File: config.mk
export PLATFORM = sky130hd
export DESIGN_NAME = obj_ram_fetch
export DESIGN_NICKNAME = d
export VERILOG_FILES = /design/src/rtl/obj_fetch_pkg.sv /design/src/rtl/obj_ram_fetch.sv
export SDC_FILE = /design/constraint.sdc
export NUM_CORES = 1
export LEC_CHECK = 0
export ABC_CLOCK_PERIOD_IN_PS = 2550
export BUFFER_PORTS_ARGS = -buffer_cell sky130_fd_sc_hd__buf_4
export CELL_PAD_IN_SITES_DETAIL_PLACEMENT = 1
export CELL_PAD_IN_SITES_GLOBAL_PLACEMENT = 2
export CORE_AREA = 2 2 94 96
export CTS_BUF_LIST = sky130_fd_sc_hd__clkbuf_8
export CTS_CLUSTER_SIZE = 16
export DETAILED_ROUTE_END_ITERATION = 6
export DIE_AREA = 0 0 96 98
export GPL_ROUTABILITY_DRIVEN = 0
export PLACE_DENSITY = 0.82
export SYNTH_ARGS = -nofsm -noshare
export SYNTH_HDL_FRONTEND = slang
export SYNTH_SLANG_ARGS = --single-unit
File: constraint.sdc
create_clock -name clock -period 2.55 [get_ports clock]
set_input_delay 0.765 -clock clock [delete_from_list [all_inputs] [get_ports clock]]
set_output_delay 0.765 -clock clock [all_outputs]
set_load 0.02 [all_outputs]
File: src/rtl/obj_fetch_pkg.sv
// Shared types and defaults for the object RAM fetcher.
package obj_fetch_pkg;

    typedef enum logic [1:0] {
        IDLE,
        READ,
        CAPT,
        OUT
    } fetch_state_e;

    localparam int          BYTES_PER_OBJ = 4;
    localparam logic [10:0] DEF_BASE_ADDR = 11'h020;
    localparam int          DEF_NUM_OBJ   = 24;

endpackage

File: src/rtl/obj_ram_fetch.sv
// Single-port RAM arbiter plus object fetcher: the CPU always wins the port,
// the fetcher assembles 4-byte records from idle cycles and hands them out.
module obj_ram_fetch
    import obj_fetch_pkg::*;
#(
    parameter int                ADDR_W    = 11,
    parameter logic [ADDR_W-1:0] BASE_ADDR = ADDR_W'(DEF_BASE_ADDR),
    parameter int                NUM_OBJ   = DEF_NUM_OBJ
) (
    input  logic              clock,
    input  logic              reset_n,
    input  logic              start,
    output logic              busy,
    output logic              done,
    input  logic              cpu_req,
    input  logic              cpu_we,
    input  logic [ADDR_W-1:0] cpu_addr,
    input  logic [7:0]        cpu_din,
    output logic [7:0]        cpu_dout,
    output logic              cpu_ack,
    output logic [ADDR_W-1:0] ram_address,
    output logic              ram_clken,
    output logic              ram_wren,
    output logic [7:0]        ram_data,
    input  logic [7:0]        ram_q,
    output logic              obj_valid,
    input  logic              obj_ready,
    output logic [4:0]        obj_index,
    output logic [31:0]       obj_data
);

    fetch_state_e      state_q, state_d;
    logic [4:0]        index_q, index_d;
    logic [1:0]        byte_q, byte_d;
    logic [31:0]       data_q, data_d;
    logic              cap_vld_q, cap_vld_d;
    logic [1:0]        cap_lane_q, cap_lane_d;
    logic              done_q, done_d;
    logic              ack_q, ack_d;
    logic              fetch_issue;
    logic              last_obj;
    logic [ADDR_W-1:0] fetch_addr;

    always_comb begin
        state_d     = state_q;
        index_d     = index_q;
        byte_d      = byte_q;
        data_d      = data_q;
        cap_vld_d   = 1'b0;
        cap_lane_d  = byte_q;
        done_d      = 1'b0;
        ack_d       = cpu_req;
        fetch_issue = (state_q == READ) && !cpu_req;
        last_obj    = (index_q == 5'(NUM_OBJ - 1));
        fetch_addr  = BASE_ADDR + ADDR_W'(index_q * BYTES_PER_OBJ) + ADDR_W'(byte_q);

        // ram_q belongs to the fetch issued last cycle, whatever the CPU does now
        if (cap_vld_q) begin
            data_d[{cap_lane_q, 3'b000} +: 8] = ram_q;
        end

        case (state_q)
            IDLE: begin
                if (start) begin
                    state_d = READ;
                    index_d = '0;
                    byte_d  = '0;
                end
            end
            READ: begin
                if (fetch_issue) begin
                    cap_vld_d = 1'b1;
                    byte_d    = byte_q + 2'd1;
                    if (byte_q == 2'd3) begin
                        state_d = CAPT;
                    end
                end
            end
            CAPT: begin
                state_d = OUT;
            end
            OUT: begin
                if (obj_ready) begin
                    byte_d = '0;
                    if (last_obj) begin
                        index_d = '0;
                        state_d = IDLE;
                        done_d  = 1'b1;
                    end else begin
                        index_d = index_q + 5'd1;
                        state_d = READ;
                    end
                end
            end
            default: begin
                state_d = IDLE;
            end
        endcase
    end

    always_ff @(posedge clock) begin
        if (!reset_n) begin
            state_q    <= IDLE;
            index_q    <= '0;
            byte_q     <= '0;
            data_q     <= '0;
            cap_vld_q  <= 1'b0;
            cap_lane_q <= '0;
            done_q     <= 1'b0;
            ack_q      <= 1'b0;
        end else begin
            state_q    <= state_d;
            index_q    <= index_d;
            byte_q     <= byte_d;
            data_q     <= data_d;
            cap_vld_q  <= cap_vld_d;
            cap_lane_q <= cap_lane_d;
            done_q     <= done_d;
            ack_q      <= ack_d;
        end
    end

    // Port is held idle while reset is asserted, even against a CPU request
    assign ram_clken   = reset_n && (cpu_req || fetch_issue);
    assign ram_wren    = reset_n && cpu_req && cpu_we;
    assign ram_address = cpu_req ? cpu_addr : fetch_addr;
    assign ram_data    = cpu_din;

    assign cpu_ack   = ack_q;
    assign cpu_dout  = ack_q ? ram_q : 8'h00;
    assign busy      = (state_q != IDLE);
    assign done      = done_q;
    assign obj_valid = (state_q == OUT);
    assign obj_index = index_q;
    assign obj_data  = data_q;

endmodule
==> results of run 1 <==
sequential cells by signal (all words and copies together), names as in the netlist:
signal,count
cap_lane_q,2
obj_index,5
cpu_ack,1
state_q,2
byte_q,2
cap_vld_q,1
obj_data,32
done,1
placed cells by master, fill, tap and decap left out, drive strengths merged, types with 2 or more instances in the layout:
cell,synthesis,layout
a22oi,33,33
ha,13,13
mux2i,2,2
dfxtp,46,46
nand4b,3,3
nand3b,2,2
nand3,8,8
nor2,3,3
a21boi,3,3
nand2,14,14
buf,9,87
o21ai,3,3
a21oi,2,2
inv,6,7
clkbuf,6,5
mux2,8,8
nor4b,2,2
nor2b,36,36
nand2b,2,2
and2,14,14
metal layers:
metal / vias to the layer above / GRT usage (%) / wire [um]
met4: 0 / 3.19 / 41
met2: 59 / 22.9 / 3000
met1: 933 / 16.1 / 2610
met5: - / 0 / 0
li1: 944 / - / -
met3: 7 / 3.40 / 387
power by group:
group / internal [mW] / switching, mW / total, mW
clock network: 0.198 / 0.265 / 0.463
registers: 0.751 / 0.0396 / 0.791
logic: 0.202 / 0.255 / 0.457
total: 1.15 / 0.560 / 1.71
final cells by class:
| class | count | area (sq um) |
|---|---|---|
| clock buffers | 5 | 68.8 |
| fillers | 990 | 5460 |
| well taps | 108 | 135 |
| repair buffers | 87 | 653 |
| inverters | 6 | 22.5 |
| clock inverters | 3 | 25.0 |
| multi-input cells | 159 | 1180 |
| flip-flops and latches | 46 | 921 |
cell usage after synthesis (all sizes together):
library cell / instances / area [sq um]
a21boi: 3 / 22.5
a21o: 1 / 7.51
a21oi: 2 / 10.0
a22oi: 33 / 248
and2: 14 / 87.6
and3: 1 / 6.26
and4: 1 / 8.76
buf: 9 / 65.1
clkbuf: 6 / 22.5
dfxtp: 46 / 921
ha: 13 / 163
inv: 6 / 22.5
mux2: 8 / 90.1
mux2i: 2 / 20.0
nand2: 14 / 55.1
nand2b: 2 / 12.5
nand3: 8 / 40.0
nand3b: 2 / 18.8
nand4b: 3 / 26.3
nor2: 3 / 11.3
nor2b: 36 / 225
nor3b: 1 / 7.51
nor4b: 2 / 47.6
o211a: 1 / 10.0
o211ai: 1 / 7.51
o21a: 1 / 7.51
o21ai: 3 / 15.0
o32ai: 1 / 8.76
or2: 1 / 6.26
or3: 1 / 6.26
xnor2: 1 / 8.76
cells by family after synthesis:
group | after synthesis | synth area share (%)
AO/OA/AOI/OAI | 46 | 15.2
XOR/XNOR | 1 | 0.397
adder cells (fa/ha/maj) | 13 | 7.37
buffers and inverters | 21 | 4.99
flip-flops | 46 | 41.7
multiplexers | 10 | 4.99
AND/OR/NAND/NOR | 89 | 25.3
per-stage QoR:
step	cell area [sq um]	util (%)	hold WS, ns	setup WS, ns	total power, mW
detailed placement	2910	34.4	0.510	0.276	1.28
floorplan	2210	-	0.464	0.189	1.12
finish	3000	35.5	0.515	0.289	1.71
global placement	2910	34.4	0.491	0.301	1.26
global route	3000	35.5	0.556	0.217	1.82
CTS	3000	35.5	0.523	0.265	1.74
worst paths after layout:
kind	startpoint	to	slack, ns
hold / removal	byte_q[1]	byte_q[1]	0.51
setup reg to reg	cap_lane_q[0]	obj_data[23]	0.45
hold reg to reg	byte_q[1]	byte_q[1]	0.51
setup / recovery	cpu_req	ram_address[0]	0.29
critical path: cells and delay by family:
family | cells | cell delay (ns)
buf+inv | 2 | 0.37
mux | 1 | 0.36
==> results.cfg, run 1 <==
[outcome]
outcome = complete, no violations

[critical_path]
critPathSlowestCell = mux2_2
r2r_cells = 6
crit_type = in -> out
end_kind = output port
path_max_fanout = 18
worst_ep_arrival_time_ns = 1.50
crit_top_cell = buf_4
cp_data_required_time_ns = 1.79
start_kind = input pin
cp_slowest_stage_delay_ns = 0.36
crit_chain = buf_4, mux2_2, buf_4

[sta]
setup_viol = 0
fin_skew_ns = 0.0122
rsz0062_at_grt = false
hold_viol = 0
min_period_over_period_pct = 88.7
relSlewSlack_pct = 59.1
fin_crit_ns = 2.26
maxSlewViolCount = 0
tns_ns = 0
worst_slew_pin_slew_ns = 0.612
timing.fmax_ghz = 0.442

[logic_synthesis]
syn_nets = 272
synthesis.area_sq_um = 2210
yosysUniqueCellTypes = 34
yosys_warnings = 0
avgSynthCellArea_sq_um = 9.77
synthCells = 226
ys_ff_latch = 46
yosysSeqAreaShare_pct = 41.7

[placement]
placed_cells = 406
io_buffers = 86
place_hpwl_um = 4600

[run]
cap_violations = 0

[global_route]
grt_max_degree = 51
globalRouteOverflowTotal = 0
grt_pass1_vias = 2018
antenna_found_initial = 0
gr-usage-all-layers_pct = 13.2
grt_pass1_wl_um = 9890

[routing]
drt-wirelength-per-cell_um = 14.6
drt_first_pass_iters = 4
drt-initial-drc-count = 39
vias_per_cell = 4.69
routed_wl_um = 6050
post-route-drc-count = 0
ant_nets = 0
vias = 1943

[pwr]
power.density_nw_per_um2 = 570
p_leak_nw = 1.25
max-vdd-ir-drop_uv = 342

[floorplan]
pin_count = 103
die_h_um = 98
die_area_sq_um = 9410
core_sq_um = 8470
rows = 34
die_w_um = 96
start_util_pct = 26.1

[finish]
num_antenna_cells = 0
fin_nets = 351
area_growth_pct = 36.0
final_layout_size_suffix_gt1_share_pct = 35.3
fin_cells = 414

[cts]
postCtsSetupRepairBufs = 0
cts_root_buf = clkbuf_8
cts_made_buffers = 5
h-tree-depth = 2
cts_num_sinks = 46
cts_tree = yes
post_cts_resized = 0
insertion_delay_ns = 0.30
clockBufferDepth = 2
path_clk_slew_ns = 0.09
ctsHoldBuffers = 0

[min_path]
worst_hold_path.num_cells = 2
hp-class = reg -> reg
No activity file was read; power rests on OpenSTA's default activity.
==> run 2, diff against run 1 <==
Settings changed: CTS_BUF_LIST sky130_fd_sc_hd__clkbuf_8 to sky130_fd_sc_hd__clkbuf_2.
==> run 2 against run 1 <==
Global-route usage decreased by 0.14 points. Largest cell class unchanged. Highest routed layer unchanged. First-iteration DRC count up 21%. Sequential power is essentially flat.
==> results.cfg, run 2 (synthesis results as in run 1) <==
[outcome]
outcome = complete, no violations

[critical_path]
cp_slowest_stage_delay_ns = 0.55
crit_start = obj_index[3]
path_max_fanout = 8
worst_ep_arrival_time_ns = 1.62
reg2reg_to = obj_data[23]
r2r_cells = 6
timing.rr.start = cap_lane_q[0]
end_kind = output port
critPathSlowestCell = dfxtp_1
ff2ff_setup_slack_ns = 0.42
cp_data_required_time_ns = 1.79
crit_chain = ha_1, mux2_2, buf_4
start_kind = flop
setup.worst_path.end = ram_address[6]
crit_type = reg -> out

[floorplan]
core_sq_um = 8470
start_util_pct = 26.1
rows = 34
die_w_um = 96
pin_count = 103
die_area_sq_um = 9410
die_h_um = 98

[finish]
area_growth_pct = 34.0
final_cell_mix = buf_4 (87), dfxtp_1 (46), nor2b_1 (36), a22oi_1 (33), and2_1 (14)
final_common_cell = buf_4
final_layout_size_suffix_gt1_share_pct = 35.3
num_antenna_cells = 0
fin_util_pct = 35.0
largest_reg_flops = 32
fin_nets = 351
fillCellCount = 989

[pwr]
power.density_nw_per_um2 = 533
p_sw_share_pct = 34.7
clkPwrFrac_pct = 20.7
power.switching_mw = 0.547
combPwrFrac_pct = 29.0
p_leak_nw = 1.23
p_seq_share_pct = 50.4
max-vdd-ir-drop_uv = 340
internal_power_mw = 1.03

[routing]
vias = 1946
vias_per_cell = 4.70
drt-wirelength-per-cell_um = 14.5
drt-initial-drc-count = 47
post-route-drc-count = 0
ant_nets = 0
drt_first_pass_iters = 4
routed_wl_um = 6020

[cts]
cts_num_sinks = 46
ctsHoldBuffers = 0
cts_root_buf = clkbuf_2
cts_made_buffers = 5
path_clk_slew_ns = 0.24
h-tree-depth = 2
insertion_delay_ns = 0.42
cts_tree = yes
post_cts_resized = 0
clockBufferDepth = 2
postCtsSetupRepairBufs = 0

[min_path]
hp-class = reg -> reg

[sta]
relSlewSlack_pct = 59.6
timing.fmax_ghz = 0.418
setup_viol = 0
fin_skew_ns = 0.0355
fin_crit_ns = 2.39
min_period_over_period_pct = 93.7
hold_viol = 0
rsz0062_at_grt = false
worst_slew_pin_slew_ns = 0.604
maxSlewViolCount = 0
tns_ns = 0

[run]
cap_violations = 0

[global_route]
globalRouteOverflowTotal = 0
gr-usage-all-layers_pct = 13.1
grt_pass1_wl_um = 9880
antenna_found_initial = 0
grt_max_degree = 51
grt_pass1_vias = 2009

[placement]
place_hpwl_um = 4600
io_buffers = 86
-- run 2: metal layers --
layer / vias up / part of all wire, % / global-route usage, %
met2: 59 / 50 / 22.6
met1: 943 / 44 / 16.5
met3: 2 / 5.9 / 3.16
met5: - / 0 / 0
li1: 942 / - / -
met4: 0 / 0.10 / 2.20
-- run 2: worst min path at each step --
| stage | cells after the start | slack [ns] | to | from |
|---|---|---|---|---|
| 3_5_place_dp | 2 | 0.51 | obj_data[24] | obj_data[24] |
| 3_3_place_gp | 2 | 0.49 | state_q[0] | state_q[0] |
| 4_1_cts | 2 | 0.54 | byte_q[1] | byte_q[1] |
| 6_report | 2 | 0.53 | byte_q[1] | byte_q[1] |
| 2_1_floorplan | 2 | 0.46 | byte_q[1] | byte_q[1] |
| 5_1_grt | 3 | 0.56 | done | obj_ready |
-- run 2: critical path, delay by kind of cell, from the launching register on --
kind | cells | cell delay [ns]
mux | 1 | 0.26
fa+ha+maj | 1 | 0.28
flops | 1 | 0.55
buf+inv | 1 | 0.15
-- run 2: final cells by class --
| type | count | area [sq um] | share of cell area [%] |
|---|---|---|---|
| inverters | 6 | 22.5 | 0.761 |
| clock inverters | 3 | 25.0 | 0.846 |
| well taps | 108 | 135 | 4.57 |
| multi-input cells | 159 | 1180 | 39.8 |
| clock buffers | 5 | 25.0 | 0.846 |
| flip-flops and latches | 46 | 921 | 31.1 |
| repair buffers | 87 | 653 | 22.1 |
-- run 2: per-stage QoR --
step | hold slack, ns | instances | worst slack [ns] | instance area [sq um] | total power [mW]
after floorplan | 0.464 | 226 | 0.189 | 2210 | 1.12
after global placement | 0.491 | 406 | 0.301 | 2910 | 1.26
after detailed placement | 0.510 | 406 | 0.276 | 2910 | 1.28
after CTS | 0.537 | 414 | 0.101 | 2960 | 1.61
after global routing | 0.555 | 414 | 0.0330 | 2960 | 1.69
final | 0.528 | 414 | 0.161 | 2960 | 1.58
-- run 2: power by group through the flow --
stage	clock, mW	combinational (mW)	sequential [mW]
after detailed placement	0	0.468	0.810
after floorplan	0	0.306	0.811
final	0.326	0.457	0.794
after CTS	0.344	0.469	0.796
after global placement	0	0.453	0.808
after global routing	0.378	0.512	0.804
